$ cat src/rtl/priority_arbiter.sv
// Four-requester arbiter with fixed-priority or round-robin selection and a
// bounded hold time per grant; all outputs are registered.
module priority_arbiter #(
  parameter int unsigned MAX_HOLD = 8
) (
  input  logic       clk,
  input  logic       rst,
  input  logic [3:0] req,
  input  logic       mode,
  output logic [3:0] grant,
  output logic [1:0] grant_id,
  output logic       valid
);

  localparam int unsigned CW = (MAX_HOLD > 2) ? $clog2(MAX_HOLD) : 1;
  localparam logic [CW-1:0] LAST = CW'(MAX_HOLD - 1);

  typedef enum logic {IDLE, GRANT} state_t;

  state_t        state;
  logic [CW-1:0] hold_cnt;
  logic [1:0]    ptr;

  logic [3:0] cand;
  logic       owner_req;
  logic       win_found;
  logic [1:0] win_id;
  logic [1:0] idx;

  assign owner_req = |(req & grant);

  // On expiry the current owner is excluded; on release or from IDLE all
  // requesters compete.
  always_comb begin
    cand = req;
    if (state == GRANT && owner_req) cand = req & ~grant;
    win_found = |cand;
    win_id    = '0;
    idx       = '0;
    if (!mode) begin
      for (int unsigned i = 0; i < 4; i++)
        if (cand[i]) win_id = 2'(i);
    end else begin
      // Walk from farthest to nearest so the nearest hit after ptr wins.
      for (int unsigned k = 4; k >= 1; k--) begin
        idx = ptr + 2'(k);
        if (cand[idx]) win_id = idx;
      end
    end
  end

  always_ff @(posedge clk or posedge rst) begin
    if (rst) begin
      state    <= IDLE;
      grant    <= '0;
      grant_id <= '0;
      valid    <= 1'b0;
      hold_cnt <= '0;
      ptr      <= 2'b11;
    end else begin
      case (state)
        IDLE: begin
          if (win_found) begin
            state    <= GRANT;
            grant    <= 4'(1) << win_id;
            grant_id <= win_id;
            valid    <= 1'b1;
            ptr      <= win_id;
            hold_cnt <= '0;
          end
        end
        GRANT: begin
          if (!owner_req || hold_cnt == LAST) begin
            hold_cnt <= '0;
            if (win_found) begin
              grant    <= 4'(1) << win_id;
              grant_id <= win_id;
              valid    <= 1'b1;
              ptr      <= win_id;
            end else if (!owner_req) begin
              state    <= IDLE;
              grant    <= '0;
              grant_id <= '0;
              valid    <= 1'b0;
            end
          end else begin
            hold_cnt <= hold_cnt + CW'(1);
          end
        end
        default: state <= IDLE;
      endcase
    end
  end

endmodule

$ cat config.mk
export PLATFORM = sky130hd
export DESIGN_NAME = priority_arbiter
export DESIGN_NICKNAME = d
export VERILOG_FILES = /design/src/rtl/priority_arbiter.sv
export SDC_FILE = /design/constraint.sdc
export NUM_CORES = 1
export LEC_CHECK = 0
export ABC_AREA = 1
export CAP_MARGIN = 20
export CORE_MARGIN = 1
export CORE_UTILIZATION = 35
export CTS_CLUSTER_SIZE = 10
export DETAILED_ROUTE_END_ITERATION = 10
export HOLD_SLACK_MARGIN = 0.06
export REMOVE_ABC_BUFFERS = 1
export SLEW_MARGIN = 20
export SYNTH_ARGS = -nofsm -noshare
export SYNTH_HDL_FRONTEND = slang
export SYNTH_SLANG_ARGS = --single-unit
$ cat constraint.sdc
create_clock -name clk -period 2.35 [get_ports clk]
set_clock_uncertainty 0.15 [all_clocks]
set_input_delay 0.235 -clock clk [delete_from_list [all_inputs] [get_ports clk]]
set_output_delay 0.235 -clock clk [all_outputs]
set_load 0.01 [all_outputs]
Yosys cells after proc, flatten, opt, wreduce, memory -nomap -nowiden:

Index checks and enable logic that the tools add are counted.
W data, S select, Z words.

* register bits after elaboration: 13
* bits in latches: 0
* bits in writable memories: 0
* ROM bits: 0
* input port bits: 7
* output and inout bits: 7
* logic and storage cells: 72
* memories kept: 0

* add/subtract/negate cells: 4
* multiply operators: 0
* divide/modulo/power cells: 0
* magnitude comparators: 4
* equality and inequality tests: 4
* shift operators: 1
* muxes and demuxes: 43
* bitwise gates (word level): 4
* reductions and logical operators: 6

Operators with widths (count)
* $mux W2: 13
* $mux W4: 5
* $mux W1: 13
* $lt A2 B3 Y1 const B: 4
* $and A4 B4 Y4: 2
* $bmux W1 S2: 4
* $pmux W2 S2: 2
* $pmux W4 S2: 1
* $reduce_or A4 Y1: 2
* $mux W3: 2
* $pmux W3 S2: 1
* $add A2 B2 Y2 const B: 2
* $not A4 Y4: 1
* $pmux W1 S2: 2
* $shl A1 B2 Y4 const A: 1
* $add A3 B1 Y3 const B: 1
* $eq A3 B3 Y1 const B: 1
* $ne A3 B2 Y1 const B: 1
* $reduce_and A3 Y1: 1
* $add A2 B1 Y2 const B: 1
* $ne A2 B1 Y1 const B: 1
* $ne A2 B2 Y1 const B: 1
* $logic_and A1 B1 Y1: 1
* $logic_not A1 Y1: 1
* other kinds (2): 2

Longest topological paths before layout:

* depth after elaboration: 15
* gate-level depth with buffers: 14
* mapped depth without buffers: 14

Worst setup path after synthesis:

OpenSTA, ideal clock, no wires.

* kind: register -> register
* start point: reg ptr[0]
* end point: reg ptr[0]
* arrival time: 1489 ps
* data required time: 2131 ps
* path slack: 642 ps
* cell stages (with the launch flop): 13
* buffers on the path: 1
* period minus slack after synthesis: 1708 ps
* cells stage by stage: dfstp_2 -> buf_4 -> xor2_2 -> inv_1 -> nand2_2 -> nand2_1 -> o21ai_1 -> nand2_1 -> nand2_1 -> nand2_1 -> nand2_2 -> nand2_1 -> o21ai_2

* cells in the longest elaborated chain, start to end: 10

Ends and longest elaborated chain
* start: declaration: line 22 `logic [1:0] ptr;`
* start signal: assignment: line 68 `ptr <= win_id;`
* start signal: assignment: line 79 `ptr <= win_id;`
* $add A2 B2 Y2 or $bmux W1 S2 (tied branches): line 46, 47
* $bmux W1 S2 or $mux W1 (tied branches): line 47 `if (cand[idx]) win_id = idx;`
* $mux W1 (not written as such) or $mux W2 (tied branches): line 47
* $mux W2 (3 in a row): line 47
* $mux W2: line 40 `if (!mode) begin`
* $mux W2 (*): line 63, 75
* $mux W2: line 73 `if (!owner_req || hold_cnt == LAST) begin`
* $pmux W2 S2 (*): line 61 `case (state)`

Mark *: on every way between the ends. The rest lies on a longest branch, timed or not. The select of a mux whose other input is x is not followed.
A chain may end at the register's enable or synchronous reset.

Final worst setup path:

Ends and elaborated chain as after synthesis.

==> impl_metrics.csv <==
group,metric,value,unit
critical_path,cp_common_cell,"nand2_1",
critical_path,r2r_setup_slack,0.47,ns
sta,worst_slack,0.471,ns
finish,final_common_cell,"nand2_1",
sta,fin_crit,1.88,ns
synthesis,synthMuxAreaShare,0,
synthesis,ys_seq_elements,13,
global_route,gr-usage-met2,0.276,
synthesis,syn_area,872,µm²
placement,dp_slack,0.277,ns
critical_path,end_kind,"register",
sta,final_hold_viol_count,0,
min_path,hold_class,"in2async",
synthesis,yosysWarnings,0,
route,ant_nets,0,
die,die_h,51.9,µm
clock_tree,clock_path_buffers,2,
power_and_ir_drop,total_power,0.00138,W
sta,drv_slew,0,
power_and_ir_drop,vdd_drop_max,0.000779,V
global_route,grt_pass1_wl,3.34,mm
route,dr.pass1.iters,4,
clock_tree,clkSinkCount,13,
die,core,0.00228,mm²
finish,design_area,0.00106,mm²
critical_path,slowest_delay,0.62,ns
clock_tree,post_cts_resized,0,
sta,tightest_slew,0.484,ns
clock_tree,cts_root_buf,"clkbuf_4",
die,num_rows,17,
synthesis,synth_top_cells_by_area,"dfrtp_1 (32%), nand2_1 (24%), inv_1 (9.0%)",
sta,final.setup.tns,0,ns
placement,placed_area,0.00103,mm²
critical_path,worstPathRequired,2.40,ns
synthesis,postSynthAreaPerCell,6.71,µm²
synthesis,synth-adder-area-share,0.0287,
synthesis,synth_top_area_frac,0.316,
global_route,grtUsageTotal,0.164,
global_route,antenna_found_initial,0,
sta,setup_viol,0,
die,die_w,51.9,µm
synthesis,seq_area_frac_synth,0.376,
critical_path,cp_max_fo,8,
critical_path,cp-start-kind,"register",
route,post_drt_wl_per_cell,10.6,µm
synthesis,synth_top_area_cell,"dfrtp_1",
clock_tree,clk_latency,0.27,ns
sta,relSlewSlack,0.677,
sta,fmax,532,MHz
placement,hpwl,1.49,mm
synthesis,synthSimpleGateAreaFrac,0.344,
finish,mostFrequentLayoutCells,"nand2_1 (56), inv_1 (21), clkdlybuf4s50_1 (13), dfrtp_1 (11), nand3_1 (7)",
synthesis,synth_xor_area_frac,0.0187,
clock_tree,cts_hold_buf,0,
die,start_util,0.383,
global_route,top_usage_layer,"met2",
global_route,overflow,0,
flow_run,maxCapViolCount,0,
finish,area_growth,21.1,%
power_and_ir_drop,power_density,1310,mW/mm²
critical_path,crit_arrival,1.93,ns
route,drc,0,
global_route,use_met3,0.00877,
route,drtIter0Drc,19,
route,vias,833,
sta,grt_setup_unrepaired,"false",
clock_tree,tritoncts,"built",
critical_path,cp-startpoint,"ptr[0]$_DFFE_PP1P_",
clock_tree,cts_setup_buffers,0,
synthesis,synth_cell_type_count,20,
clock_tree,numCtsBuffers,3,
sta,post-route-period-util,0.799,
finish,fin_nets,156,
route,via_per_inst,4.79,
route,route.final.wire_length,1.84,mm
placement,portBuffers,13,
global_route,grt_max_degree,14,
global_route,grt_pass1_vias,811,
critical_path,crit_type,"reg2reg",
synthesis,synth_cells,130,
finish,drive_gt1_frac,0.130,
finish,diodes,0,
synthesis,synth_top_family_by_area,"simple AND/OR/NAND/NOR gates",
critical_path,cp_cell_sequence,"inv_1 -> nand2_1 -> nand2_1 -> nand2_2 -> nand2_1 -> o21ai_1 -> nand2_1 -> nand2_1 -> nand2_1 -> nand2_2 -> nand2_1 -> o21ai_2",
global_route,grt_use_met1,0.223,
clock_tree,htreeDepth,1,
clock_tree,clk_pin_slew,0.08,ns
critical_path,worstReg2RegStart,"ptr[0]$_DFFE_PP1P_",
die,die_area,0.00270,mm²
power_and_ir_drop,leakagePower,0.575,nW
outcome,outcome,"completed",
synthesis,synth-compound-area-share,0.123,
critical_path,cp_slowest_cell,"dfstp_2",
die,num_io_pins,14,
placement,gp_congestion,0.882,
metal layers:
layer,wire (µm),part of all wire
met1,909,0.49
met2,825,0.45
met3,85,0.046
met4,23,0.012
met5,0,0
per-stage QoR:
stage / hold WS, ns / utilization / std cells
floorplan: -0.0395 / - / 129
global placement: 0.308 / 0.452 / 170
CTS: 0.143 / 0.464 / 174
finish: 0.125 / 0.464 / 174
global route: 0.189 / 0.464 / 174
detailed placement: 0.312 / 0.452 / 170
power breakdown:
group	total, W	internal, W	switching, W	leakage (nW)
Combinational	0.000818	0.000327	0.000491	0.402
Sequential	0.000428	0.000329	0.0000985	0.158
Clock	0.000133	0.0000657	0.0000672	0.0150
registers in the layout, summed over array words and instances (netlist names):
name	flops
grant	4
grant_id	2
hold_cnt	3
ptr	2
state	1
valid	1
synthesized netlist by cell type (all sizes together):
library cell and count:
nor2 4, dfrtp 11, ha 2, a21oi 9
nand3 7, clkinv 1, nand2 59, inv 22
nand4 1, dfstp 2, or2 2, o21ai 8
buf 1, xor2 1
critical path: cells and delay by family (launching register included):
family | cells | cell delay (ns)
AO/OA/AOI/OAI | 2 | 0.19
flip-flops | 1 | 0.62
AND/OR/NAND/NOR | 9 | 0.72
buffers and inverters | 1 | 0.13
worst paths after layout:
check	endpoint	cells after the start
max reg2reg	ptr[0]$_DFFE_PP1P_	12
min reg2reg	valid$_DFFE_PP0P_	2
max in group asynchronous	ptr[0]$_DFFE_PP1P_	2
min in group clk	valid$_DFFE_PP0P_	2
max	ptr[0]$_DFFE_PP1P_	12
min	valid$_DFFE_PP0P_	2
cells by family (layout without fill, tap and decap cells):
family,count (synthesis),count (layout)
and+or+nand+nor,73,73
buffers and inverters,24,40
AOI/OAI and AO/OA,17,17
DFF,13,13
adders and majority gates,2,2
xor gates and xnor gates,1,1
layout make-up:
class	instances	area, µm²
Timing Repair Buffer	13	130
Clock buffer	4	26.3
Inverter	23	87.6
Multi-Input combinational cell	93	449
Tap cell	28	35.0
Sequential cell	13	328
Fill cell	229	1220
Note: power is estimated with default switching activity, not from simulation.
